--- src/rtl/pcie_us_rq_arb.sv ---
// Round-robin arbiter sharing the UltraScale PCIe RQ AXI-stream among PORTS requesters.
// Arbitrates at packet boundaries; NP requests gated by header credit, holdoff and outstanding limit.
module pcie_us_rq_arb #(
   parameter int PORTS           = 4,
   parameter int DATA_WIDTH      = 64,
   parameter int KEEP_WIDTH      = DATA_WIDTH/32,
   parameter int RQ_USER_WIDTH   = 60,
   parameter int MAX_OUTSTANDING = 32,
   parameter int NP_HOLDOFF      = 2
) (
   input  logic                           user_clk,
   input  logic                           user_reset,
   input  logic [PORTS*DATA_WIDTH-1:0]    s_axis_req_tdata,
   input  logic [PORTS*KEEP_WIDTH-1:0]    s_axis_req_tkeep,
   input  logic [PORTS-1:0]               s_axis_req_tlast,
   input  logic [PORTS*RQ_USER_WIDTH-1:0] s_axis_req_tuser,
   input  logic [PORTS-1:0]               s_axis_req_tvalid,
   output logic [PORTS-1:0]               s_axis_req_tready,
   input  logic [PORTS-1:0]               s_axis_req_np,
   output logic [DATA_WIDTH-1:0]          m_axis_rq_tdata,
   output logic [KEEP_WIDTH-1:0]          m_axis_rq_tkeep,
   output logic                           m_axis_rq_tlast,
   output logic [RQ_USER_WIDTH-1:0]       m_axis_rq_tuser,
   output logic                           m_axis_rq_tvalid,
   input  logic                           m_axis_rq_tready,
   input  logic [1:0]                     pcie_tfc_nph_av,
   input  logic                           np_cpl_done,
   output logic [6:0]                     np_outstanding,
   output logic                           grant_valid,
   output logic [2:0]                     grant_index,
   output logic                           np_underflow
);

   typedef enum logic {IDLE, XFER} state_t;

   state_t      state_q;
   logic [2:0]  ptr_q;
   logic [2:0]  grant_q;
   logic        grant_valid_q;
   logic [6:0]  np_cnt_q, np_cnt_d;
   logic [2:0]  hold_q, hold_d;
   logic        uf_q, uf_d;

   logic             np_ok;
   logic [PORTS-1:0] eligible;
   logic             pick_found;
   logic [2:0]       pick_idx;
   logic             pick_np;
   logic             np_inc;
   logic             sel_valid;
   logic             sel_last;
   logic             beat_last;

   assign np_ok    = (pcie_tfc_nph_av != 2'd0) && (np_cnt_q < 7'(MAX_OUTSTANDING)) && (hold_q == 3'd0);
   assign eligible = s_axis_req_tvalid & ~(s_axis_req_np & {PORTS{~np_ok}});

   // Rotating search starting just after the last owner; blocked NP ports are skipped.
   always_comb begin
      pick_found = 1'b0;
      pick_idx   = '0;
      pick_np    = 1'b0;
      for (int unsigned k = 1; k <= PORTS; k++) begin
         for (int unsigned j = 0; j < PORTS; j++) begin
            if (!pick_found && eligible[j] &&
                ((32'(ptr_q) + k == j) || (32'(ptr_q) + k == j + PORTS))) begin
               pick_found = 1'b1;
               pick_idx   = 3'(j);
               pick_np    = s_axis_req_np[j];
            end
         end
      end
   end

   always_comb begin
      m_axis_rq_tdata   = '0;
      m_axis_rq_tkeep   = '0;
      m_axis_rq_tuser   = '0;
      sel_last          = 1'b0;
      sel_valid         = 1'b0;
      s_axis_req_tready = '0;
      for (int unsigned i = 0; i < PORTS; i++) begin
         if (grant_q == 3'(i)) begin
            m_axis_rq_tdata      = s_axis_req_tdata[i*DATA_WIDTH +: DATA_WIDTH];
            m_axis_rq_tkeep      = s_axis_req_tkeep[i*KEEP_WIDTH +: KEEP_WIDTH];
            m_axis_rq_tuser      = s_axis_req_tuser[i*RQ_USER_WIDTH +: RQ_USER_WIDTH];
            sel_last             = s_axis_req_tlast[i];
            sel_valid            = s_axis_req_tvalid[i];
            s_axis_req_tready[i] = (state_q == XFER) && m_axis_rq_tready;
         end
      end
   end

   assign m_axis_rq_tvalid = (state_q == XFER) && sel_valid;
   assign m_axis_rq_tlast  = sel_last;
   assign beat_last        = m_axis_rq_tvalid && m_axis_rq_tready && sel_last;
   assign np_inc           = (state_q == IDLE) && pick_found && pick_np;

   // A grant and a completion in the same cycle cancel; a completion at zero only flags underflow.
   always_comb begin
      np_cnt_d = np_cnt_q;
      uf_d     = uf_q;
      if (np_inc && !np_cpl_done) begin
         np_cnt_d = np_cnt_q + 7'd1;
      end else if (!np_inc && np_cpl_done) begin
         if (np_cnt_q == 7'd0) uf_d = 1'b1;
         else                  np_cnt_d = np_cnt_q - 7'd1;
      end
   end

   always_comb begin
      hold_d = hold_q;
      if (np_inc)               hold_d = 3'(NP_HOLDOFF);
      else if (hold_q != 3'd0)  hold_d = hold_q - 3'd1;
   end

   always_ff @(posedge user_clk or posedge user_reset) begin
      if (user_reset) begin
         state_q       <= IDLE;
         ptr_q         <= 3'(PORTS-1);
         grant_q       <= '0;
         grant_valid_q <= 1'b0;
         np_cnt_q      <= '0;
         hold_q        <= '0;
         uf_q          <= 1'b0;
      end else begin
         np_cnt_q <= np_cnt_d;
         hold_q   <= hold_d;
         uf_q     <= uf_d;
         case (state_q)
            IDLE: begin
               if (pick_found) begin
                  grant_q       <= pick_idx;
                  grant_valid_q <= 1'b1;
                  state_q       <= XFER;
               end
            end
            XFER: begin
               if (beat_last) begin
                  ptr_q         <= grant_q;
                  grant_valid_q <= 1'b0;
                  state_q       <= IDLE;
               end
            end
            default: state_q <= IDLE;
         endcase
      end
   end

   assign grant_valid    = grant_valid_q;
   assign grant_index    = grant_q;
   assign np_outstanding = np_cnt_q;
   assign np_underflow   = uf_q;

endmodule

--- config.mk ---
export PLATFORM = sky130hd
export DESIGN_NAME = pcie_us_rq_arb
export DESIGN_NICKNAME = d
export VERILOG_FILES = /design/src/rtl/pcie_us_rq_arb.sv
export SDC_FILE = /design/constraint.sdc
export NUM_CORES = 1
export LEC_CHECK = 0
export BUFFER_PORTS_ARGS = -buffer_cell sky130_fd_sc_hd__clkbuf_2
export CORE_AREA = 2 2 257 259
export DETAILED_ROUTE_END_ITERATION = 8
export DIE_AREA = 0 0 259 261
export GPL_TIMING_DRIVEN = 0
export MAX_ROUTING_LAYER = met4
export SLEW_MARGIN = 10
export SYNTH_ARGS = -nofsm -noshare
export SYNTH_HDL_FRONTEND = slang
export SYNTH_SLANG_ARGS = --single-unit
--- constraint.sdc ---
create_clock -name user_clk -period 9.6 [get_ports user_clk]
set_input_delay 0.96 -clock user_clk [delete_from_list [all_inputs] [get_ports user_clk]]
set_output_delay 0.96 -clock user_clk [all_outputs]
set_load 0.05 [all_outputs]
# == Yosys cells after proc, flatten, opt, wreduce, memory -nomap -nowiden ==
# Cells that the tools add are included.
# classes
eq_ne,34
muxes,82
n_reduce_logical,90
order_cmp,1
n_addsub,7
n_bitwise,6
# ops
cell,n
$eq 32x3->1 const B,12
$eq 32x2->1 const B,8
$mux 64,4
$mux 60,4
$eq 32x1->1 const B,4
$logic_not 32->1,4
$mux 1,49
$mux 3,15
$logic_and 1x1->1,41
$mux 7,3
$logic_not 1->1,17
$eq 4x3->1 const B,4
$logic_or 1x1->1,16
$mux 2,5
$add 3x2->4 const B,2
$and 4x4->4,2
$reduce_and 2->1,4
$add 7x1->7 const B,1
$logic_not 7->1,1
$lt 7x6->1 const B,1
$sub 7x1->7 const B,1
$eq 3x2->1 const B,2
$logic_not 3->1,2
$reduce_bool 2->1,3
11 further kinds,15
# word_totals
regBits,19
output_inout_bits,144
word_cells,227

# == Logic depth before layout (Yosys ltp) ==
# logic_depth
ltp_word,75
mapped_depth,21
depth_no_buf,19

# == Least setup slack after synthesis ==
# OpenSTA, ideal clock, no wires.
# synth_path
kind,input-to-reg
from,in s_axis_req_tvalid[3]
to,reg np_cnt_q[6] (netlist: np_outstanding[6])
cell_stages,17
path_buffers,1
slack_ns,5.443
arrival_ns,4.014
path_cell_list,clkbuf_1 > mux2i_1 > or4_4 > o211ai_4 > mux2i_1 > o21ai_0 > o21a_4 > ha_1 > inv_1 > ha_1 > nor2b_1 > o21ai_0 > a21boi_0 > o21ai_0 > and3_1 > o21ai_0 > xnor2_1
# synth_between
elab_chain_cells,58
word_cells_on_any_way,74
# synth_rtl
item,line_no,source
"start, declared",17,"input logic [PORTS-1:0] s_axis_req_tvalid,"
$and 4x4->4 *,55,assign eligible = s_axis_req_tvalid & ~(s_axis_req_np & {PORTS{~np_ok}});
$logic_and 1x1->1 (2 in series),64,if (!pick_found && eligible[j] &&
$mux 1,64,
$logic_not 1->1,64,
$logic_and 1x1->1 (2 in series),64,
$mux 1,64,
$logic_not 1->1,64,
$logic_and 1x1->1 (2 in series),64,
[38 not listed],-,
$logic_and 1x1->1 (2 in series),64,
$mux 1,64,
$logic_and 1x1->1,96,assign np_inc = (state_q == IDLE) && pick_found && pick_np;
$logic_and 1x1->1 *,96,
$logic_not 1->1,104,end else if (!np_inc && np_cpl_done) begin
$logic_and 1x1->1,104,
$reduce_bool 2->1 (no source line),-,
$reduce_and 2->1 (no source line),-,
"end signal, assigned",126,np_cnt_q <= np_cnt_d;
"end, declared",40,"logic [6:0] np_cnt_q, np_cnt_d;"
# Mark *: on every way between the ends. The rest lies on a longest branch, timed or not.
# A chain may end at the register's enable or synchronous reset.

# == Final worst setup path ==
# layout_path
from,reg grant_q[1] (netlist: grant_index[1])
to,out m_axis_rq_tuser[39]
# layout_between
elab_chain_cells,5
word_cells_on_any_way,8
# layout_rtl
item,line_no,source
"start, declared",38,logic [2:0] grant_q;
"start signal, assigned",132,grant_q <= pick_idx;
$logic_not 3->1,82,if (grant_q == 3'(i)) begin
$mux 60 (3 in series),82,
$mux 60 *,82,
"end, declared",23,"output logic [RQ_USER_WIDTH-1:0] m_axis_rq_tuser,"
# Marked as above.

==> implementation parameters <==
Parameter                              Value

Pwr
  Cell leakage power ... 4.38 nW
  Final Total Pwr ... 3.47 mW
  Internal power of the cells ... 1.09 mW
  Portion of total power attributed to combinational logic ... 0.931
  Net switching power ... 2.38 mW
  Power per unit of standard cell area ... 374 nW/um^2
  Switching power share of the total ... 0.687
  Clock power share ... 0.024
  Peak ir drop on the vdd network ... 0.238 mV
  Sequential share of power ... 0.044

Cells and area
  Storage element area ... 428 um^2
  Total Nets Final ... 1,561
  Area occupied by multi-input gates ... 4050 um^2
  Fin cells ... 1,923
  Fraction of layout instances using a drive strength above 1 ... 0.807
  Post-Layout Inst Area ... 9270 um^2
  Layout area overhead ... 96.9%
  Layout fillers ... 7,433

STA
  Setup skew after layout ... 0.00128 ns
  Post-route clock period utilization ... 0.496
  Post-Route Setup TNS ... 0 ns
  Final Setup Violations ... 0
  Slew Limit Fails ... 0
  Hold Vio Cnt, Final ... 0
  WHS ... 0.461 ns
  Fmax ... 0.210 GHz
  Worst slew pin tran ... 1.04 ns
  Setup repair after global routing missed its margin ... false
  Final worst path period need ... 4.76 ns
  Headroom to the max-slew limit ... 0.306

Drt
  Detailed Routing Iterations Pass 1 ... 4
  Drt first-iter violations ... 412
  Number of design rule violations left after detail routing ... 0
  Wire length per cell ... 26.6 um
  DRT antenna net count ... 0
  Count of vias placed by the detailed router ... 6,880
  Via/cell ratio ... 3.58
  Wire length after detailed routing ... 51,200 um

Clocking
  Inserted Clock Buffers ... 3
  Hold Buf Count CTS ... 0
  Clock-pin transition on the worst setup and hold timing paths ... 0.05 ns
  Number of H-tree levels ... 1
  Buffer type at the clock tree root ... clkbuf_16
  Bufs on Longest Clock Path ... 2
  Post-CTS setup buffers ... 0
  CTS tree ... done
  Number of sinks driven by the clock tree ... 17
  Cts repair resizes ... 0
  Clk_lat worst skew ... 0.25 ns

Synth
  Primary flip-flop cell chosen by synthesis mapping ... dfrtp_1
  Post-Synthesis Cell Area ... 4710 um^2
  Async SR Flop Fraction ... 1.00
  Portion of the post-synthesis area used by sequential elements ... 0.0909
  Number of enable flip-flop cells after synthesis ... 0
  Number of warning messages in the yosys log ... 0
  Number of nets produced by synthesis ... 893
  Gate count after technology mapping ... 360
  Mean Syn Cell Area ... 13.1 um^2
  Count of state elements after synthesis ... 17
  Post-synth cell types ... 65

Die
  Width of the die ... 259 um
  I/O pin count ... 666
  Effective utilization at floorplan ... 0.0724
  Floorplan Core Area ... 65,000 um^2
  Rows ... 94
  Vertical die dimension ... 261 um
  Die ar. ... 67,600 um^2

Worst setup path
  Data arrival at the endpoint of the critical path ... 3.80 ns
  Kind of start point of the critical path ... flop
  Critical path peak fanout ... 10
  Setup crit end kind ... output port
  Worst-case reg-to-reg path depth ... 21
  Worst r2r src ... hold_q[0]$_DFFE_PP0P_
  Source of the critical timing path ... grant_index[1]$_DFFE_PP0P_
  Endpoint required time on the critical path ... 8.64 ns
  Worst reg2reg setup slack ... 5.13 ns
  WS Path Type ... reg2out
  FF-to-FF End ... np_outstanding[6]$_DFFE_PP0P_
  Worst Setup EP ... m_axis_rq_tuser[39]

GRT
  Initial antenna violation count ... 46
  Via count of the first global-routing pass ... 6,814
  Total grt overflow ... 0
  Global router's overall resource usage ... 0.146
  First-pass GRT wire length ... 63,000 um
  Largest net degree at the start of global routing ... 18

Placement
  Cell Area, Placed ... 9110 um^2
  Count of input and output buffers ... 663
  Post-Place Cells ... 1,887
  Final RePlAce weighted congestion ... 0.925
  DP HPWL ... 48,100 um

Min path
  Source of the worst hold timing path ... np_underflow$_DFFE_PP0P_
  Tightest Hold Check Type ... reg2reg

Outcome
  Outcome ... finished clean

Flow run
  Reported max-cap violation count ... 0
critical path, stage by stage (launching register included):
cell and delay [ns]:
dfrtp_1 0.37, clkbuf_1 0.68, buf_1 0.84, buf_1 0.78
mux4_2 0.37, clkbuf_2 0.46
cell type report:
class,count,area share
Clock buffer,3,0.00810
Tap cell,864,0.117
Clock inverter,1,0.000540
Sequential cell,17,0.0462
Timing Repair Buffer,663,0.358
Inverter,14,0.00567
Multi-Input combinational cell,289,0.436
Buffer,40,0.0200
Antenna cell,32,0.00864
synth_stat cells (all sizes together), types with 2 or more instances:
| cell type | instances | share of area |
|---|---|---|
| mux4 | 128 | 0.61 |
| nand2 | 21 | 0.017 |
| buf | 20 | 0.023 |
| clkbuf | 20 | 0.016 |
| o21ai | 18 | 0.019 |
| dfrtp | 15 | 0.080 |
| inv | 14 | 0.011 |
| a21oi | 12 | 0.013 |
| nor2 | 12 | 0.010 |
| ha | 10 | 0.027 |
| a21o | 7 | 0.011 |
| nand3 | 7 | 0.0074 |
| nor2b | 6 | 0.0080 |
| nand4 | 4 | 0.0053 |
| nor3b | 4 | 0.0064 |
| or3 | 4 | 0.0066 |
| or4 | 4 | 0.0072 |
| a31oi | 3 | 0.012 |
| mux2 | 3 | 0.0072 |
| nor3 | 3 | 0.0032 |
| o211ai | 3 | 0.0088 |
| o21a | 3 | 0.0064 |
| xnor2 | 3 | 0.0056 |
| xor2 | 3 | 0.0056 |
| a2111oi | 2 | 0.0077 |
| a211o | 2 | 0.0037 |
| a211oi | 2 | 0.0043 |
| a21boi | 2 | 0.0040 |
| and3 | 2 | 0.0027 |
| dfstp | 2 | 0.011 |
| mux2i | 2 | 0.0043 |
| o31ai | 2 | 0.0032 |
per-layer routing:
metal / global-route usage / share of wire / vias to the layer above
met5: - / 0 / -
met2: 0.212 / 0.42 / 516
met1: 0.171 / 0.40 / 3383
met3: 0.0925 / 0.16 / 36
met4: 0.0210 / 0.014 / 0
li1: - / - / 2945
flip-flops by register name, summed over array words and instances, names as in the netlist:
name            count
grant_index         2
grant_valid         1
hold_q              3
np_outstanding      7
np_underflow        1
ptr_q               2
state_q             1
how the worst min path moves through the flow:
stage	cells past startpoint	slack, ns	endpoint
finish	1	0.46	np_underflow$_DFFE_PP0P_
detailed placement	1	0.45	np_underflow$_DFFE_PP0P_
CTS	1	0.47	np_underflow$_DFFE_PP0P_
global route	1	0.48	np_underflow$_DFFE_PP0P_
floorplan	1	0.46	hold_q[1]$_DFFE_PP0P_
global placement	1	0.45	np_underflow$_DFFE_PP0P_
cells by family (layout without fill, tap and decap cells):
family / Yosys count / in the layout / synth area share
buf+inv: 54 / 721 / 0.0500
mux: 133 / 133 / 0.624
xor+xnor: 6 / 6 / 0.0112
fa+ha+maj: 11 / 11 / 0.0308
flops: 17 / 17 / 0.0909
other cells: 1 / 33 / 0.000796
compound gates: 64 / 64 / 0.108
simple gates: 74 / 74 / 0.0845
power by group through the flow:
stage / Sequential [mW] / Clock [mW] / Combinational [mW]
after global placement: 0.154 / 0 / 3.27
after CTS: 0.154 / 0.0863 / 3.29
after global routing: 0.162 / 0.0907 / 3.42
after detailed placement: 0.154 / 0 / 3.28
final: 0.154 / 0.0844 / 3.23
after floorplan: 0.221 / 0 / 2.16
placed cells by master, fill, tap and decap left out, types with 3 or more instances in the layout:
cell,instances
a21oi_1,12
clkbuf_2,664
xor2_1,3
clkbuf_16,3
o21ai_0,17
ha_1,10
clkbuf_1,19
or4_1,3
nor3_1,3
inv_1,14
nor2b_1,6
nor3b_1,4
dfrtp_1,15
nand2_1,21
buf_1,5
xnor2_1,3
nand4_1,4
a21o_1,7
diode_2,32
buf_2,12
nor2_1,11
nand3_1,7
mux4_2,128
through the flow:
step                setup slack (ns)   util
floorplan                       5.44      -
global route                    4.59  0.142
CTS                             4.69  0.141
finish                          4.84  0.143
global placement                4.77  0.140
detailed placement              4.96  0.140
(Power assumes the default switching activity.)
